File: config.mk
export PLATFORM = sky130hd
export DESIGN_NAME = serial_frame_scheduler
export DESIGN_NICKNAME = d
export VERILOG_FILES = /design/src/rtl/serial_frame_scheduler_pkg.sv /design/src/rtl/serial_frame_scheduler_rr_arbiter2.sv /design/src/rtl/serial_frame_scheduler.sv
export SDC_FILE = /design/constraint.sdc
export NUM_CORES = 1
export LEC_CHECK = 0
export BUFFER_PORTS_ARGS = -buffer_cell sky130_fd_sc_hd__buf_2
export CAP_MARGIN = 30
export CORE_ASPECT_RATIO = 0.6
export CORE_UTILIZATION = 52
export CTS_CLUSTER_DIAMETER = 40
export CTS_CLUSTER_SIZE = 24
export DETAILED_ROUTE_END_ITERATION = 12
export PLACE_DENSITY = 0.79
export SYNTH_ARGS = -nofsm -noshare
export SYNTH_HDL_FRONTEND = slang
export SYNTH_SLANG_ARGS = --single-unit
File: constraint.sdc
create_clock -name clk -period 2.1 [get_ports clk]
set_input_delay 0.21 -clock clk [delete_from_list [all_inputs] [get_ports clk]]
set_output_delay 0.21 -clock clk [all_outputs]
set_load 0.005 [all_outputs]
File: src/rtl/serial_frame_scheduler_pkg.sv
// Shared constants, state encoding and frame-length helper for the serial frame scheduler.
// Frame layout: 4-bit preamble (MSB first), 4-bit length (MSB first), then len payload bits (LSB first).
// Frame position counter is wide enough for the longest frame (8 + 15 = 23 bits).
package serial_frame_scheduler_pkg;

    localparam int CNT_W     = 4;
    localparam int DATA_W    = 15;
    localparam int FRAME_OVH = 8;
    localparam int POS_W     = 5;
    localparam logic [3:0] PREAMBLE = 4'b1101;

    typedef enum logic [1:0] {IDLE, PRE, CNT, DATA} state_t;

    // Number of valid bits in a frame carrying len payload bits.
    function automatic logic [POS_W-1:0] frame_bits(input logic [CNT_W-1:0] len);
        return POS_W'(FRAME_OVH) + POS_W'(len);
    endfunction

endpackage

File: src/rtl/serial_frame_scheduler_rr_arbiter2.sv
// Two-way round-robin arbiter: one-hot grant from two request levels and a priority pointer.
// Grant is combinational; the pointer moves away from the last winner when update is high.
// Pointer resets to requester 0.
module rr_arbiter2 (
    input  logic       clk,
    input  logic       rst,
    input  logic       req0,
    input  logic       req1,
    input  logic       update,
    input  logic       last,
    output logic [1:0] gnt
);

    logic ptr;

    // Requester 0 wins when alone or when the pointer favours it.
    always_comb begin
        gnt = 2'b00;
        if (req0 && (!req1 || !ptr)) begin
            gnt = 2'b01;
        end else if (req1) begin
            gnt = 2'b10;
        end
    end

    // After a frame completes, priority passes to the requester that did not just win.
    always_ff @(posedge clk or posedge rst) begin
        if (rst) begin
            ptr <= 1'b0;
        end else if (update) begin
            ptr <= ~last;
        end
    end

endmodule

File: src/rtl/serial_frame_scheduler.sv
// Round-robin framer: grants one of two requesters and serialises preamble, length and payload.
// One frame bit per clkEn tick; frame of 8+len ticks, then at least one idle tick.
// Requests are levels; they are ignored while busy and sampled only on idle ticks.
module serial_frame_scheduler
    import serial_frame_scheduler_pkg::*;
(
    input  logic              clk,
    input  logic              rst,
    input  logic              clkEn,
    input  logic              req0,
    input  logic [CNT_W-1:0]  len0,
    input  logic [DATA_W-1:0] data0,
    input  logic              req1,
    input  logic [CNT_W-1:0]  len1,
    input  logic [DATA_W-1:0] data1,
    output logic              gnt0,
    output logic              gnt1,
    output logic              serOut,
    output logic              serOutValid,
    output logic              busy,
    output logic              done
);

    state_t            state;
    logic [POS_W-1:0]  pos;       // frame bits already placed on serOut
    logic [CNT_W-1:0]  len_q;
    logic [DATA_W-1:0] data_q;
    logic              sel;       // latched winner: 0 or 1
    logic [1:0]        arb_gnt;
    logic              frame_end;

    assign frame_end = clkEn && (state != IDLE) && (pos == frame_bits(len_q));

    rr_arbiter2 u_arb (
        .clk    (clk),
        .rst    (rst),
        .req0   (req0),
        .req1   (req1),
        .update (frame_end),
        .last   (sel),
        .gnt    (arb_gnt)
    );

    // Frame sequencer: grant/latch on an idle tick, then one bit per tick until the frame is exhausted.
    always_ff @(posedge clk or posedge rst) begin
        if (rst) begin
            state       <= IDLE;
            pos         <= '0;
            len_q       <= '0;
            data_q      <= '0;
            sel         <= 1'b0;
            gnt0        <= 1'b0;
            gnt1        <= 1'b0;
            serOut      <= 1'b0;
            serOutValid <= 1'b0;
            busy        <= 1'b0;
            done        <= 1'b0;
        end else begin
            gnt0 <= 1'b0;
            gnt1 <= 1'b0;
            done <= 1'b0;
            if (clkEn) begin
                case (state)
                    IDLE: begin
                        if (arb_gnt != 2'b00) begin
                            sel         <= arb_gnt[1];
                            len_q       <= arb_gnt[1] ? len1 : len0;
                            data_q      <= arb_gnt[1] ? data1 : data0;
                            gnt0        <= arb_gnt[0];
                            gnt1        <= arb_gnt[1];
                            serOut      <= PREAMBLE[3];
                            serOutValid <= 1'b1;
                            busy        <= 1'b1;
                            pos         <= POS_W'(1);
                            state       <= PRE;
                        end
                    end
                    default: begin
                        if (frame_end) begin
                            state       <= IDLE;
                            pos         <= '0;
                            serOut      <= 1'b0;
                            serOutValid <= 1'b0;
                            busy        <= 1'b0;
                            done        <= 1'b1;
                        end else begin
                            pos <= pos + POS_W'(1);
                            if (pos < POS_W'(4)) begin
                                serOut <= PREAMBLE[2'(POS_W'(3) - pos)];
                                state  <= PRE;
                            end else if (pos < POS_W'(FRAME_OVH)) begin
                                serOut <= len_q[2'(POS_W'(7) - pos)];
                                state  <= CNT;
                            end else begin
                                serOut <= data_q[4'(pos - POS_W'(FRAME_OVH))];
                                state  <= DATA;
                            end
                        end
                    end
                endcase
            end
        end
    end

endmodule

Word level (Yosys, flattened, before mapping) --
Cells that the tools add are included. Widths: inputs -> output; s select.
Cells by class: add/sub/neg operators 5, multipliers 0, div/mod/pow operators 0, magnitude comparators 5, equal/unequal tests 2, shift operators 0, mux-type cells 34, bitwise logic cells 1, reduce and logical (&&, ||, !) cells 13
Operators with widths (count):
- $mux 1 | 20
- $mux 15 | 1
- $mux 5 | 3
- $mux 2 | 6
- $lt 2x3->1 const B | 2
- $reduce_and 3->1 | 2
- $reduce_bool 2->1 | 3
- $add 4x4->5 const A | 1
- $add 5x1->5 const B | 1
- $eq 5x5->1 | 1
- $lt 4x5->1 const B | 1
- $lt 5x3->1 const B | 1
- $lt 5x4->1 const B | 1
- $bmux 1 s2 | 2
- $bmux 1 s4 | 1
- $mux 4 | 1
- $sub 2x2->2 const A | 2
- $sub 4x4->4 const B | 1
- $logic_and 1x1->1 | 3
- $logic_not 1->1 | 2
- $logic_not 2->1 | 1
- $ne 2x2->1 const B | 1
- $reduce_and 2->1 | 1
- $logic_or 1x1->1 | 1
- $not 1->1 | 1
Word-level totals: bits in registers 33, latch bits 0, bits in writable memories 0, ROM bits 0, input port bits 43, word-level logic and storage cells 71, memories 0

Longest topological paths before layout --
word-level depth 8, mapped depth 7, depth with buffers taken out 5

Modules after synthesis --
From an unflattened synthesis, not the netlist that was laid out.
Second synthesis, totals: cells, all modules 185, area total of the unflattened synthesis 1815.5 um^2
By module, submodules not included:
- serial_frame_scheduler | instances 1, cells an instance 178, area an instance 1759.2 um^2, sequential area each 800.8 um^2
- rr_arbiter2 | instances 1, cells an instance 7, area an instance 56.3 um^2, sequential area each 25.0 um^2

Worst setup path before layout --
No wires, ideal clock.
path kind reg2reg, start point register pos[0], end point register u_arb.ptr, library setup time 0.125 ns, arrival time 1.468 ns, required time 1.975 ns, path slack 0.507 ns, cell stages (with the launch flop) 7, path through dfrtp_1 > buf_6 > xor2_2 > nor3_2 > a31o_4 > and2b_4 > mux2_4
Between the ends: longest elaborated chain between the ends 2
RTL lines:
- start: declaration | RTL line serial_frame_scheduler.sv:25 | logic [POS_W-1:0] pos;
- start signal: assignment | RTL line serial_frame_scheduler.sv:87 | pos <= pos + POS_W'(1);
- $eq 5x5->1 | RTL line serial_frame_scheduler.sv:32 | assign frame_end = clkEn && (state != IDLE) && (pos == frame_bits(len_q));
- $logic_and 1x1->1 | RTL line serial_frame_scheduler.sv:32
- end signal: assignment | RTL line serial_frame_scheduler_rr_arbiter2.sv:31 | ptr <= ~last;
- end: declaration | RTL line serial_frame_scheduler_rr_arbiter2.sv:14 | logic ptr;
Every way passes these cells. A chain may end at the register's enable or synchronous reset.

Final worst setup path --
start point register pos[0], end point register serOut
Between the ends: longest elaborated chain between the ends 7, elaborated cells between the ends (all ways) 17, those cells by class add/sub (3); order compare (2); eq/ne (1); mux (10); reduce/logical (1)
RTL lines:
- $sub 4x4->4 / $sub 2x2->2 (equally long branches) | RTL line serial_frame_scheduler.sv:95, serial_frame_scheduler.sv:89, serial_frame_scheduler.sv:92
- $bmux 1 s4 / $bmux 1 s2 (equally long branches) | RTL line serial_frame_scheduler.sv:95, serial_frame_scheduler.sv:92
- $mux 1, on equally long branches | RTL line serial_frame_scheduler.sv:95, serial_frame_scheduler.sv:92
- $mux 1 | RTL line serial_frame_scheduler.sv:91 | end else if (pos < POS_W'(FRAME_OVH)) begin
- $mux 1 | RTL line serial_frame_scheduler.sv:88 | if (pos < POS_W'(4)) begin
- $mux 1 (*) | RTL line serial_frame_scheduler.sv:79 | if (frame_end) begin
- $mux 1 (*) | RTL line serial_frame_scheduler.sv:63 | case (state)
- end signal: assignment | RTL line serial_frame_scheduler.sv:89 | serOut <= PREAMBLE[2'(POS_W'(3) - pos)];
- end signal: assignment | RTL line serial_frame_scheduler.sv:92 | serOut <= len_q[2'(POS_W'(7) - pos)];
- end signal: assignment | RTL line serial_frame_scheduler.sv:95 | serOut <= data_q[4'(pos - POS_W'(FRAME_OVH))];
- end: declaration | RTL line serial_frame_scheduler.sv:18 | output logic serOut,
Mark *: on every way between the ends. The rest lies on a longest branch, timed or not. The select of a mux whose other input is x is not followed.

==> run_results.csv <==
group,metric,value,unit
status,status,"finished clean",
cts,root_buffer,"clkbuf_8",
sta,maxSlewViolCount,0,
synthesis,synthAdderAreaFrac,1.350,%
synthesis,synth_fp_nets,229,
power,p_total,2.912,mW
cts,cts_hold_buf,0,
floorplan,core-area,3323,sq um
sta,worst-slew-pin-transition,0.4708,ns
floorplan,dieWidth,79.07,um
sta,fin_skew,0.007092,ns
synthesis,synthArstFlopShare,100.0,%
cts,htreeDepth,2,
synthesis,yosys.area.top_type_share,44.56,%
grt,grt_usage,21.68,%
cts,clkTransAtPathRegs,0.07,ns
cts,numCtsBuffers,5,
cts,cts_setup_buffers,0,
setup_path,worst-setup-path-type,"register to register",
sta,period_minus_slack,1.743,ns
routing,drc,0,
routing,drtAntennaViolNets,0,
grt,grt_pass1_vias,1222,
grt,grt_pass1_wl,5885,um
synthesis,synth-compound-area-share,15.53,%
synthesis,yosys_most_used_dff,"dfrtp_1",
sta,timing.final.crit_share,82.99,%
routing,wire_per_inst,12.82,um
setup_path,crit_fanout,11,
synthesis,synthSimpleGateAreaFrac,13.64,%
finish,drive_gt1_share,32.03,%
grt,grt_max_degree,42,
cts,clockBufferDepth,2,
hold_path,hold_class,"input port to async pin",
setup_path,cp-end-kind,"register",
synthesis,synth.area.mux_share,16.14,%
synthesis,synth-seq-area-share,44.56,%
placement,portBuffers,48,
synthesis,synth_top_family_by_area,"multiplexers",
synthesis,synth_cell_types,38,
grt,antenna_found_initial,0,
placement,gp_congestion,0.8256,
floorplan,die_area,3814,sq um
synthesis,syn_area,1853,sq um
routing,vias_per_cell,5.366,
cts,cts.sinks,33,
placement,dp_hpwl,2529,um
floorplan,fp.dieH,48.24,um
setup_path,worstPathArrival,1.90,ns
finish,antenna_cells,0,
setup_path,required,2.26,ns
sta,rsz0062_at_grt,"false",
finish,final_nets,276,
power,vdd_drop_max,0.5811,mV
sta,fin_tns_setup,0,ns
sta,fmax,573.8,MHz
routing,initialDrtViolationCount,126,
grt,gr-total-overflow,0,
floorplan,num_rows,16,
power,p_per_area,1321,nW/um^2
finish,syn_to_final_growth,18.97,%
synthesis,synth.largest_area_cell,"dfrtp_1",
synthesis,synth.area.top_cells,"dfrtp_1, mux2i_1, a21oi_1",
floorplan,top_level_ports,49,
synthesis,synth_edf_count,0,
synthesis,syn_inst,184,
synthesis,synth_xor_area_share,2.228,%
run,maxCapViolCount,0,
cts,cts_resized,0,
power,leakagePower,1.087,nW
routing,first_pass_iters,4,
sta,finalSetupViolations,0,
cts,insertion_delay,0.28,ns
routing,vias,1481,
sta,slew_headroom,68.28,%
routing,routed_wl,3538,um
setup_path,crit_path_start_kind,"register",
floorplan,start_util,55.76,%
sta,hold_viol,0,
synthesis,yosys_warnings,0,
synthesis,synth-seq-cells,33,
cts,cts_tree,"done",
synthesis,avgSynthCellArea,10.07,sq um
==> Yosys cell counts (all sizes together) (2+ instances only) <==
library cell	number
dfrtp	33
a21o	3
nor3	4
o21ai	5
ha	2
a221oi	2
nor2b	2
nor2	26
mux2	2
nand2b	2
and3	2
a21oi	24
nand3	3
xor2	3
inv	7
o22ai	2
nand2	11
o31ai	3
mux2i	25
buf	13
==> registers in the layout, indices dropped and copies added, names as in the netlist <==
signal and cells:
len_q 4, data_q 15, gnt0 1, gnt1 1
busy 1, u_arb.ptr 1, state 2, pos 5
done 1, serOut 1, sel 1
==> critical path, stage by stage, from the launching register on <==
cell,delay [ns]
dfrtp_1,0.50
buf_4,0.26
mux2i_1,0.23
and3_4,0.20
a311oi_2,0.04
a221oi_2,0.29
a221oi_2,0.09
==> cell usage in the layout, fill, tap and decap left out, types with 2 or more instances in the layout <==
master | netlist | final
a21o_1 | 3 | 3
a21oi_1 | 24 | 24
a221oi_2 | 2 | 2
buf_2 | 9 | 48
buf_4 | 2 | 5
clkbuf_8 | 0 | 6
dfrtp_1 | 33 | 33
ha_1 | 2 | 2
inv_1 | 7 | 7
mux2i_1 | 25 | 25
nand2_1 | 11 | 11
nand2b_1 | 2 | 2
nand3_1 | 3 | 3
nor2_1 | 26 | 25
nor2b_1 | 2 | 2
nor3_1 | 3 | 3
o21ai_0 | 4 | 4
o22ai_1 | 2 | 2
o31ai_1 | 3 | 3
xor2_2 | 2 | 2
==> worst paths after layout <==
kind,start,endpoint,slack (ns),cells after the start
min reg2reg,u_arb.ptr,gnt0,0.51,1
max in group asynchronous,rst,data_q[4],1.80,3
min in group clk,req1,gnt0,0.14,2
min,rst,gnt0,0.002,3
max reg2reg,pos[0],serOut,0.36,6
max,pos[0],serOut,0.36,6
==> logic make-up after synthesis <==
kind of cell,count (synthesis)
AND/OR/NAND/NOR,53
XOR/XNOR,3
buffers and inverters,21
multiplexers,28
adder cells (fa/ha/maj),2
AO/OA/AOI/OAI,44
flip-flops,33
==> metrics by stage <==
step | worst slack, ns | hold WS, ns | area, sq um | utilization [%] | instances
floorplan | 0.5069 | 0.2982 | 1853 | - | 184
global placement | 0.4386 | 0.3141 | 2118 | 63.74 | 269
detailed placement | 0.3857 | 0.3156 | 2118 | 63.74 | 269
CTS | 0.3709 | 0.01436 | 2205 | 66.34 | 276
global route | 0.2561 | 0.03757 | 2205 | 66.34 | 276
finish | 0.3572 | 0.001539 | 2205 | 66.34 | 276
==> power by group <==
group	switching (mW)	internal, mW	leakage [nW]
registers	0.267	0.933	0.379
logic	0.626	0.609	0.663
clock network	0.218	0.260	0.0443
total	1.11	1.80	1.09
==> area by class of cell <==
type | instances | area, sq um
repair buffers | 54 | 297.8
multi-input cells | 130 | 912.1
clock buffers | 7 | 86.33
fillers | 279 | 1119
flip-flops and latches | 33 | 825.8
well taps | 45 | 56.30
inverters | 7 | 26.28
==> per-layer routing <==
metal / vias up / GRT usage [%] / routed length [um]
li1: 733 / - / -
met1: 691 / 31.32 / 1815
met2: 55 / 31.55 / 1491
met3: 2 / 6.168 / 223
met4: 0 / 7.636 / 8
met5: - / 0 / 0
No activity file was read; power rests on OpenSTA's default activity.
